===== config.mk =====
export PLATFORM = sky130hd
export DESIGN_NAME = rgb2gray_converter_flat
export DESIGN_NICKNAME = d
export VERILOG_FILES = /design/src/rtl/rgb2gray_pkg.sv /design/src/rtl/rgb2gray_converter_if.sv /design/src/rtl/rgb2y_mac.sv /design/src/rtl/rgb2gray_converter.sv /design/src/flat_wrapper.sv
export SDC_FILE = /design/constraint.sdc
export NUM_CORES = 1
export LEC_CHECK = 0
export ABC_CLOCK_PERIOD_IN_PS = 5800
export BUFFER_PORTS_ARGS = -buffer_cell sky130_fd_sc_hd__buf_2
export CAP_MARGIN = 0
export CORE_MARGIN = 2
export CORE_UTILIZATION = 50
export DETAILED_ROUTE_END_ITERATION = 7
export HOLD_SLACK_MARGIN = 0.08
export PLACE_DENSITY = 0.77
export SETUP_SLACK_MARGIN = 0.5
export SLEW_MARGIN = 20
export SYNTH_ARGS = -nofsm -noshare
export SYNTH_HDL_FRONTEND = slang
export SYNTH_SLANG_ARGS = --single-unit
export TNS_END_PERCENT = 5

===== constraint.sdc =====
create_clock -name clk -period 5.8 [get_ports clk]
set_input_delay 0.58 -clock clk [delete_from_list [all_inputs] [get_ports clk]]
set_output_delay 0.58 -clock clk [all_outputs]
set_load 0.005 [all_outputs]

===== src/rtl/rgb2gray_pkg.sv =====
// rtl/rgb2gray_pkg.sv - shared state encoding and luma constants for rgb2gray_converter
//
// Contents:
//   state_e    - sweep controller states (IDLE, RUN, DRAIN, DONE)
//   COEF_R/G/B - default Q0.8 luma weights (sum to 256)
//   ROUND_BIAS - half-LSB bias added before the >>8 when rounding is enabled
package rgb2gray_pkg;

  typedef enum logic [1:0] {
    ST_IDLE  = 2'd0,
    ST_RUN   = 2'd1,
    ST_DRAIN = 2'd2,
    ST_DONE  = 2'd3
  } state_e;

  localparam int COEF_R     = 77;
  localparam int COEF_G     = 150;
  localparam int COEF_B     = 29;
  localparam int ROUND_BIAS = 128;

endpackage


===== src/rtl/rgb2gray_converter_if.sv =====
// rtl/rgb2gray_converter_if.sv - RGB read port and gray write port bundle
//
// Signals:
//   rd_addr                    shared R/G/B read address (converter -> memories)
//   rdata_r, rdata_g, rdata_b  combinational read data (memories -> converter)
//   wr_y, addr_y, wdata_y      gray memory write port (converter -> memory)
// Modports:
//   master - converter side
//   slave  - memory side
interface rgb2gray_converter_if #(
  parameter int ADDR_W = 16
);

  logic [ADDR_W-1:0] rd_addr;
  logic [7:0]        rdata_r;
  logic [7:0]        rdata_g;
  logic [7:0]        rdata_b;
  logic              wr_y;
  logic [ADDR_W-1:0] addr_y;
  logic [7:0]        wdata_y;

  modport master (
    output rd_addr,
    input  rdata_r,
    input  rdata_g,
    input  rdata_b,
    output wr_y,
    output addr_y,
    output wdata_y
  );

  modport slave (
    input  rd_addr,
    output rdata_r,
    output rdata_g,
    output rdata_b,
    input  wr_y,
    input  addr_y,
    input  wdata_y
  );

endinterface


===== src/rtl/rgb2y_mac.sv =====
// rtl/rgb2y_mac.sv - two-stage weighted-sum pipeline producing 8-bit luma
//
// Optional feature macro: RGB2GRAY_ROUND_EN (round half up instead of truncating).
//
// Ports:
//   clk, reset          clock, synchronous active-high reset
//   in_valid, in_addr   pixel qualifier and address, issued with the read
//   in_r, in_g, in_b    pixel channels read at in_addr
//   out_valid           gray write enable, two cycles after in_valid
//   out_addr            gray write address
//   out_data            luma value, holds its last value while out_valid is low
module rgb2y_mac
  import rgb2gray_pkg::*;
#(
  parameter int ADDR_W = 16,
  parameter int C_R    = COEF_R,
  parameter int C_G    = COEF_G,
  parameter int C_B    = COEF_B
) (
  input  logic              clk,
  input  logic              reset,
  input  logic              in_valid,
  input  logic [ADDR_W-1:0] in_addr,
  input  logic [7:0]        in_r,
  input  logic [7:0]        in_g,
  input  logic [7:0]        in_b,
  output logic              out_valid,
  output logic [ADDR_W-1:0] out_addr,
  output logic [7:0]        out_data
);

  localparam logic [15:0] CR = 16'(C_R);
  localparam logic [15:0] CG = 16'(C_G);
  localparam logic [15:0] CB = 16'(C_B);

`ifdef RGB2GRAY_ROUND_EN
  localparam logic [15:0] BIAS = 16'(ROUND_BIAS);
`else
  localparam logic [15:0] BIAS = 16'd0;
`endif

  logic [15:0]       prod_r;
  logic [15:0]       prod_g;
  logic [15:0]       prod_b;
  logic              s1_valid;
  logic [ADDR_W-1:0] s1_addr;

  // Stage 1: weighted channel products plus address/valid passthrough.
  always_ff @(posedge clk) begin
    if (reset) begin
      prod_r   <= '0;
      prod_g   <= '0;
      prod_b   <= '0;
      s1_valid <= 1'b0;
      s1_addr  <= '0;
    end else begin
      prod_r   <= CR * {8'd0, in_r};
      prod_g   <= CG * {8'd0, in_g};
      prod_b   <= CB * {8'd0, in_b};
      s1_valid <= in_valid;
      s1_addr  <= in_addr;
    end
  end

  // Stage 2: weights sum to 256, so the 16-bit sum (plus bias) never
  // overflows and the top byte is the final luma with no saturation.
  always_ff @(posedge clk) begin
    if (reset) begin
      out_valid <= 1'b0;
      out_addr  <= '0;
      out_data  <= '0;
    end else begin
      out_valid <= s1_valid;
      if (s1_valid) begin
        out_addr <= s1_addr;
        out_data <= 8'((prod_r + prod_g + prod_b + BIAS) >> 8);
      end
    end
  end

endmodule


===== src/rtl/rgb2gray_converter.sv =====
// rtl/rgb2gray_converter.sv - sweeps R/G/B memories and writes luma to gray memory
//
// Optional feature macro: RGB2GRAY_ROUND_EN (handled inside rgb2y_mac).
//
// Ports:
//   clk, reset     clock, synchronous active-high reset
//   start          one-cycle pulse, only honoured in IDLE
//   width, height  image size, sampled on an accepted start
//   busy           high whenever the controller is not IDLE
//   done           one-cycle completion pulse
//   mem            RGB read port and gray write port (master side)
module rgb2gray_converter
  import rgb2gray_pkg::*;
#(
  parameter int ADDR_W = 16,
  parameter int C_R    = COEF_R,
  parameter int C_G    = COEF_G,
  parameter int C_B    = COEF_B
) (
  input  logic                 clk,
  input  logic                 reset,
  input  logic                 start,
  input  logic [8:0]           width,
  input  logic [7:0]           height,
  output logic                 busy,
  output logic                 done,
  rgb2gray_converter_if.master mem
);

  localparam logic [1:0] IDLE  = ST_IDLE;
  localparam logic [1:0] RUN   = ST_RUN;
  localparam logic [1:0] DRAIN = ST_DRAIN;
  localparam logic [1:0] DONE  = ST_DONE;

  logic [1:0]        state;
  logic [16:0]       total;
  logic [16:0]       cnt;
  logic              drain_second;
  logic [16:0]       size_prod;
  logic              in_run;
  logic [ADDR_W-1:0] cnt_addr;

  assign size_prod = {8'd0, width} * {9'd0, height};
  assign in_run    = (state == RUN);
  assign cnt_addr  = ADDR_W'(cnt);

  always_ff @(posedge clk) begin
    if (reset) begin
      state        <= IDLE;
      total        <= '0;
      cnt          <= '0;
      drain_second <= 1'b0;
    end else begin
      case (state)
        IDLE: begin
          cnt          <= '0;
          drain_second <= 1'b0;
          if (start) begin
            total <= size_prod;
            state <= (size_prod == 17'd0) ? DONE : RUN;
          end
        end
        RUN: begin
          if (cnt == total - 17'd1) begin
            state <= DRAIN;
          end else begin
            cnt <= cnt + 17'd1;
          end
        end
        // Two cycles let the last pixel leave the two-stage pipeline.
        DRAIN: begin
          if (drain_second) begin
            state <= DONE;
          end
          drain_second <= 1'b1;
        end
        default: begin
          state <= IDLE;
        end
      endcase
    end
  end

  assign busy        = (state != IDLE);
  assign done        = (state == DONE);
  assign mem.rd_addr = in_run ? cnt_addr : '0;

  rgb2y_mac #(
    .ADDR_W (ADDR_W),
    .C_R    (C_R),
    .C_G    (C_G),
    .C_B    (C_B)
  ) u_mac (
    .clk       (clk),
    .reset     (reset),
    .in_valid  (in_run),
    .in_addr   (cnt_addr),
    .in_r      (mem.rdata_r),
    .in_g      (mem.rdata_g),
    .in_b      (mem.rdata_b),
    .out_valid (mem.wr_y),
    .out_addr  (mem.addr_y),
    .out_data  (mem.wdata_y)
  );

endmodule


===== src/flat_wrapper.sv =====
// flat-port wrapper written by rule: the top's interface ports become plain ports
module rgb2gray_converter_flat import rgb2gray_pkg::*;
#(
  parameter int ADDR_W = 16,
  parameter int C_R    = COEF_R,
  parameter int C_G    = COEF_G,
  parameter int C_B    = COEF_B
)
  (clk, reset, start, width, height, busy, done, mem_rd_addr, mem_rdata_r, mem_rdata_g, mem_rdata_b, mem_wr_y, mem_addr_y, mem_wdata_y);
  rgb2gray_converter_if #(.ADDR_W(ADDR_W)) mem_i ();
  input  logic clk;
  input  logic reset;
  input  logic start;
  input  logic [8:0] width;
  input  logic [7:0] height;
  output logic busy;
  output logic done;
  output wire logic [$bits(mem_i.rd_addr)-1:0] mem_rd_addr;
  input wire logic [$bits(mem_i.rdata_r)-1:0] mem_rdata_r;
  input wire logic [$bits(mem_i.rdata_g)-1:0] mem_rdata_g;
  input wire logic [$bits(mem_i.rdata_b)-1:0] mem_rdata_b;
  output wire logic [$bits(mem_i.wr_y)-1:0] mem_wr_y;
  output wire logic [$bits(mem_i.addr_y)-1:0] mem_addr_y;
  output wire logic [$bits(mem_i.wdata_y)-1:0] mem_wdata_y;
  assign mem_rd_addr = mem_i.rd_addr;
  assign mem_i.rdata_r = mem_rdata_r;
  assign mem_i.rdata_g = mem_rdata_g;
  assign mem_i.rdata_b = mem_rdata_b;
  assign mem_wr_y = mem_i.wr_y;
  assign mem_addr_y = mem_i.addr_y;
  assign mem_wdata_y = mem_i.wdata_y;
  rgb2gray_converter #(.ADDR_W(ADDR_W), .C_R(C_R), .C_G(C_G), .C_B(C_B)) u_core (.clk(clk), .reset(reset), .start(start), .width(width), .height(height), .busy(busy), .done(done), .mem(mem_i));
endmodule

# Yosys cells after proc, flatten, opt, wreduce, memory -nomap -nowiden
# Cells that the tools add are included.
[classes]
add_sub_neg = 4
multipliers = 4
n_eq_ne = 8
muxes = 9
n_reduce_logical = 8
[ops]
columns = ["op", "count"]
rows = [
  ["one-hot mux 17 bit (2 select lines)", 1],
  ["adder 16 bit", 2],
  ["multiplier 7 x 8 -> 15 bit (first input constant)", 2],
  ["adder 17 x 1 -> 17 bit (second input constant)", 1],
  ["equality test 17 bit", 1],
  ["zero test 17 bit", 1],
  ["multiplier 9 x 8 -> 17 bit", 1],
  ["2-to-1 mux 17 bit", 1],
  ["subtractor 17 x 1 -> 17 bit (second input constant)", 1],
  ["2-to-1 mux 16 bit", 1],
  ["multiplier 5 x 8 -> 13 bit (first input constant)", 1],
  ["2-to-1 mux 2 bit", 4],
  ["inequality test 2 bit (second input constant)", 3],
  ["one-hot mux 2 bit (3 select lines)", 1],
  ["nonzero test 2 bit", 3],
  ["equality test 2 bit (second input constant)", 2],
  ["AND reduction 2 bit", 2],
  ["AND reduction 3 bit", 1],
  ["equality test 2 x 1 -> 1 bit (second input constant)", 1],
  ["zero test 2 bit", 1],
  ["inequality test 2 x 1 -> 1 bit (second input constant)", 1],
  ["one-hot mux 1 bit (2 select lines)", 1],
]
[totals]
register_bits = 127
in_bits = 44
output_inout_bits = 43
word_cells = 48

# Logic depth before layout (Yosys ltp)
[logic_depth]
ltp_word = 5
depth_mapped = 19
depth_no_buf = 18

# Modules after synthesis
# From an unflattened synthesis, not the netlist that was laid out.
[unflattened]
hier_cells = 1193
area_unflattened_um2 = 10707.8
[modules_own_cells]
columns = ["mod", "n_inst", "cells_per_inst", "area_per_inst_um2", "seq_area_each_um2"]
rows = [
  ["rgb2y_mac", 1, 605, 5935.7, 1701.6],
  ["rgb2gray_converter", 1, 588, 4772.1, 740.7],
]

# Worst setup path after synthesis
# OpenSTA, ideal clock, no wires.
[synth_timing]
path_kind = "input-to-reg"
startpoint = "input height[7]"
endpoint = "register u_core.state[1]"
setup_time_ns = 0.087
t_arrival_ns = 4.912
t_required_ns = 5.713
slack_ns = 0.801
path_stages = 18
n_path_buf = 1
cell_sequence = "nand2_1 fa_1 fa_1 inv_1 fa_1 inv_1 fa_1 inv_1 ha_1 clkbuf_1 and2_1 o21ai_0 a31oi_1 a2111oi_0 a311o_1 nor4b_1 a31oi_1 o31ai_1"
[synth_between]
elab_chain_len = 5
[synth_rtl]
columns = ["item", "line", "source"]
rows = [
  ["from (decl)", "flat_wrapper.sv:15", "input logic [7:0] height;"],
  ["multiplier 9 x 8 -> 17 bit", "rgb2gray_converter.sv:43", "assign size_prod = {8'd0, width} * {9'd0, height};"],
  ["zero test 17 bit", "rgb2gray_converter.sv:60", "state <= (size_prod == 17'd0) ? DONE : RUN;"],
  ["2-to-1 mux 2 bit", "rgb2gray_converter.sv:60", ""],
  ["2-to-1 mux 2 bit", "rgb2gray_converter.sv:58", "if (start) begin"],
  ["one-hot mux 2 bit (3 select lines)", "rgb2gray_converter.sv:54", "case (state)"],
  ["to (signal assigned)", "rgb2gray_converter.sv:60", ""],
  ["to (decl)", "rgb2gray_converter.sv:35", "logic [1:0] state;"],
]
# No other way between the ends. The select of a mux whose other input is x is not followed.
# A chain may end at the register's enable or synchronous reset.

# Worst setup path in the final report
[layout_timing]
startpoint = "input width[0]"
endpoint = "register u_core.state[1]"
[layout_between]
elab_chain_len = 5
[layout_rtl]
columns = ["item", "line", "source"]
rows = [
  ["from (decl)", "flat_wrapper.sv:14", "input logic [8:0] width;"],
  ["multiplier 9 x 8 -> 17 bit", "rgb2gray_converter.sv:43", ""],
  ["zero test 17 bit", "rgb2gray_converter.sv:60", ""],
  ["2-to-1 mux 2 bit", "rgb2gray_converter.sv:60", ""],
  ["2-to-1 mux 2 bit", "rgb2gray_converter.sv:58", ""],
  ["one-hot mux 2 bit (3 select lines)", "rgb2gray_converter.sv:54", ""],
]
# No other way between the ends. The select of a mux whose other input is x is not followed.

==> impl_metrics.csv <==
group,metric,value,unit
clocking,clk_latency,0.41,ns
critical_path,cp_common_cell,"fa_1",
clocking,post_cts_buffers,0,
final_layout,antenna_cells,0,
logic_synthesis,yosys_most_used_dff,"dfxtp_1",
die,die_area,22500,um^2
clocking,clk_pin_slew,0.06,ns
clocking,clock_sinks,122,
logic_synthesis,synth-xor-area-share,0.04930,
clocking,cts_root_buffer,"clkbuf_16",
logic_synthesis,synth-async-reset-ratio,0,
place,dp_hpwl,17290,um
logic_synthesis,synthDominantCellAreaShare,0.2291,
sta,worst_pin_slew,0.8018,ns
clocking,cts_tree,"built",
sta,holdWs,0.4557,ns
final_layout,fin_nets,1546,
logic_synthesis,yosysSeqAreaShare,0.2291,
logic_synthesis,syn_inst,1198,
detailed_routing,wirelength,21540,um
critical_path,slowest_stage,"fa_1",
logic_synthesis,synth_fa_ha_area_frac,0.3333,
place,io_buffer_count,86,
power_and_ir_drop,peakVddDrop,269.8,uV
sta,setup-violations-final,0,
critical_path,cp.required,6.12,ns
power_and_ir_drop,seq_power_share,0.246,
global_route,grt_pass1_vias,7828,
critical_path,cp_cell_sequence,"buf_2 -> nand2_1 -> fa_1 -> fa_1 -> inv_1 -> fa_1 -> inv_1 -> fa_1 -> inv_1 -> ha_1 -> and2_1 -> o21ai_1 -> a31oi_2 -> a21o_1 -> a311o_1 -> nor4b_1 -> a31oi_1 -> o31ai_1",
clocking,ctsHoldBuffers,0,
global_route,grt_pass1_wl,36710,um
critical_path,end_kind,"flip-flop",
place,gp_congestion,0.8799,
critical_path,worstPathArrival,5.22,ns
clocking,cts_buffers,17,
die,ios,87,
detailed_routing,num_vias,8079,
final_layout,area_growth,11.17,%
run,drv_cap,0,
logic_synthesis,synth_compound_area_frac,0.1114,
die,rows,53,
logic_synthesis,synth_common_cells,"160 x inv_1, 156 x ha_1, 122 x dfxtp_1, 102 x nor2_1, 80 x fa_1",
detailed_routing,via_per_inst,5.199,
logic_synthesis,synthSimpleGateAreaFrac,0.1824,
logic_synthesis,synth_top_family_by_area,"adder cells",
power_and_ir_drop,leakage,5.789,nW
power_and_ir_drop,powerDensity,384.8,nW/um^2
power_and_ir_drop,swShare,0.4175,
logic_synthesis,synthTopCellsByArea,"dfxtp_1 23%, ha_1 18%, fa_1 15%",
global_route,overflow,0,
clocking,clockBufferDepth,2,
logic_synthesis,syn-num-nets,1478,
die,die_w,150.0,um
sta,relSlewSlack,0.4655,
logic_synthesis,synth_edf_count,0,
sta,finalHoldViolCount,0,
detailed_routing,drtIter0Drc,368,
sta,finalMaxSlewViolations,0,
detailed_routing,routedWlPerCell,13.86,um
sta,fmax,204.1,MHz
critical_path,crit_fanout,9,
logic_synthesis,synth_top_area_cell,"dfxtp_1",
final_layout,drive_above_1_share,0.1063,
logic_synthesis,synth_most_common_cell,"inv_1",
sta,rsz0062_at_grt,"false",
global_route,grt_start_max_net_pins,83,
die,die_height,150.0,um
global_route,grtUsageTotal,0.2001,
logic_synthesis,synth_seq_cells,122,
clocking,htreeDepth,4,
die,core_area,20960,um^2
critical_path,critPathLaunchType,"input port",
detailed_routing,drc,0,
sta,period_minus_slack,4.901,ns
sta,fin_crit_sh,0.8450,
sta,finClkSkew,0.01076,ns
logic_synthesis,avgSynthCellArea,8.898,um^2
min_path,hp-class,"in2reg",
critical_path,max_stage_delay,0.54,ns
logic_synthesis,synth_area,10660,um^2
detailed_routing,ant_nets,0,
logic_synthesis,synth_cell_types,62,
status,status,"finished clean",
logic_synthesis,synth.mux.area_fraction,0.02347,
power_and_ir_drop,internal-power,2.656,mW
global_route,antenna_found_initial,0,
logic_synthesis,synth_warnings,0,
sta,finalSetupTns,0,ns
power_and_ir_drop,power_frac_clock,0.214,
detailed_routing,dr.pass1.iters,5,
power_and_ir_drop,switching_power,1.904,mW
critical_path,criticalPathCategory,"in2reg",
power_and_ir_drop,p_comb_frac,0.540,
die,start_util,0.5087,
-- cell type report --
cell class | instances | area (um^2)
fill | 1865 | 9104
inverter | 160 | 600.6
timing repair buffer | 88 | 447.9
multi-input combinational | 877 | 7467
clock inverter | 11 | 98.84
clock buffer | 21 | 450.4
sequential | 122 | 2442
tap | 275 | 344.1
-- per-stage QoR --
step / util / cells / setup slack (ns) / total power [mW] / area, um^2
after floorplan: - / 1198 / 0.8006 / 3.056 / 10660
after CTS: 0.5653 / 1554 / 0.8153 / 4.584 / 11850
final: 0.5656 / 1554 / 0.8993 / 4.561 / 11850
after detailed placement: 0.5390 / 1522 / 0.4031 / 3.573 / 11300
after global placement: 0.5390 / 1522 / 0.5180 / 3.500 / 11300
after global routing: 0.5656 / 1554 / 0.5690 / 4.999 / 11850
-- flip-flops by register name, indices dropped and copies added (netlist names) --
name                    flops
u_core.u_mac.s1_addr       16
u_core.u_mac.out_addr      16
u_core.drain_second         1
u_core.state                2
u_core.u_mac.prod_b        13
u_core.u_mac.out_data       8
u_core.total               17
u_core.cnt                 17
u_core.u_mac.out_valid      1
u_core.u_mac.s1_valid       1
u_core.u_mac.prod_r        15
u_core.u_mac.prod_g        15
-- routing by layer --
layer,global-route usage,share of wire,up-vias
met4,0.04717,0.0092,0
met3,0.03293,0.037,17
met1,0.2804,0.50,3763
met2,0.3235,0.46,164
met5,0,0,-
li1,-,-,4135
-- layout by cell type, fill, tap and decap left out, types with 5 or more instances in the layout --
cell,synthesis,layout
a21o_1,18,18
nor3_1,23,23
inv_1,160,160
mux2i_1,25,25
o21ai_0,30,29
nand3_1,13,13
nor4_1,6,6
ha_1,156,156
xor2_1,20,20
a211oi_1,9,9
clkbuf_16,0,17
and3_1,9,9
a31oi_1,16,15
buf_2,2,85
dfxtp_1,122,122
o21a_1,5,5
nor2b_1,36,36
o21bai_1,6,6
a31o_2,5,5
nand2_1,67,67
fa_1,80,80
nand4_1,8,8
nor2_1,102,102
nand2b_1,8,8
a21oi_1,54,54
xnor2_1,40,40
and2_1,73,73
or3_1,5,5
-- cells by family after synthesis --
| group | count (synthesis) |
|---|---|
| AOI/OAI and AO/OA | 180 |
| xor gates and xnor gates | 60 |
| adders and majority gates | 236 |
| buffers and inverters | 199 |
| DFF | 122 |
| muxes | 25 |
| and+or+nand+nor | 376 |
-- worst max-delay path: cells and delay by family --
family,cells,cell delay [ns]
compound gates,6,1.25
fa+ha+maj,5,2.49
buf+inv,4,0.30
simple gates,3,0.60
-- path summary, 6_finish.rpt --
kind / slack (ns) / from / to / cells past startpoint
worst min-delay path: 0.46 / mem_rdata_g[0] / u_core.u_mac.prod_g[1] / 2
worst min register to register: 0.46 / u_core.u_mac.s1_addr[11] / u_core.u_mac.out_addr[11] / 2
worst max-delay path: 0.90 / width[0] / u_core.state[1] / 18
worst max register to register: 2.50 / u_core.total[2] / u_core.cnt[3] / 8
-- power groups by stage --
stage                     combinational, mW  clock (mW)  sequential [mW]
after detailed placement               2.44           0             1.14
after floorplan                        1.97           0             1.09
after CTS                              2.47       0.992             1.12
after global placement                 2.37           0             1.13
final                                  2.46       0.976             1.12
after global routing                   2.83        1.03             1.14
-- timing repair --
action | 4_1_cts | 5_1_grt
gates resized for setup | 0 | 2
endpoints found under the setup margin | 0 | 1
hold endpoints to repair | 0 | 0
Power figures use the tool's default switching activity.
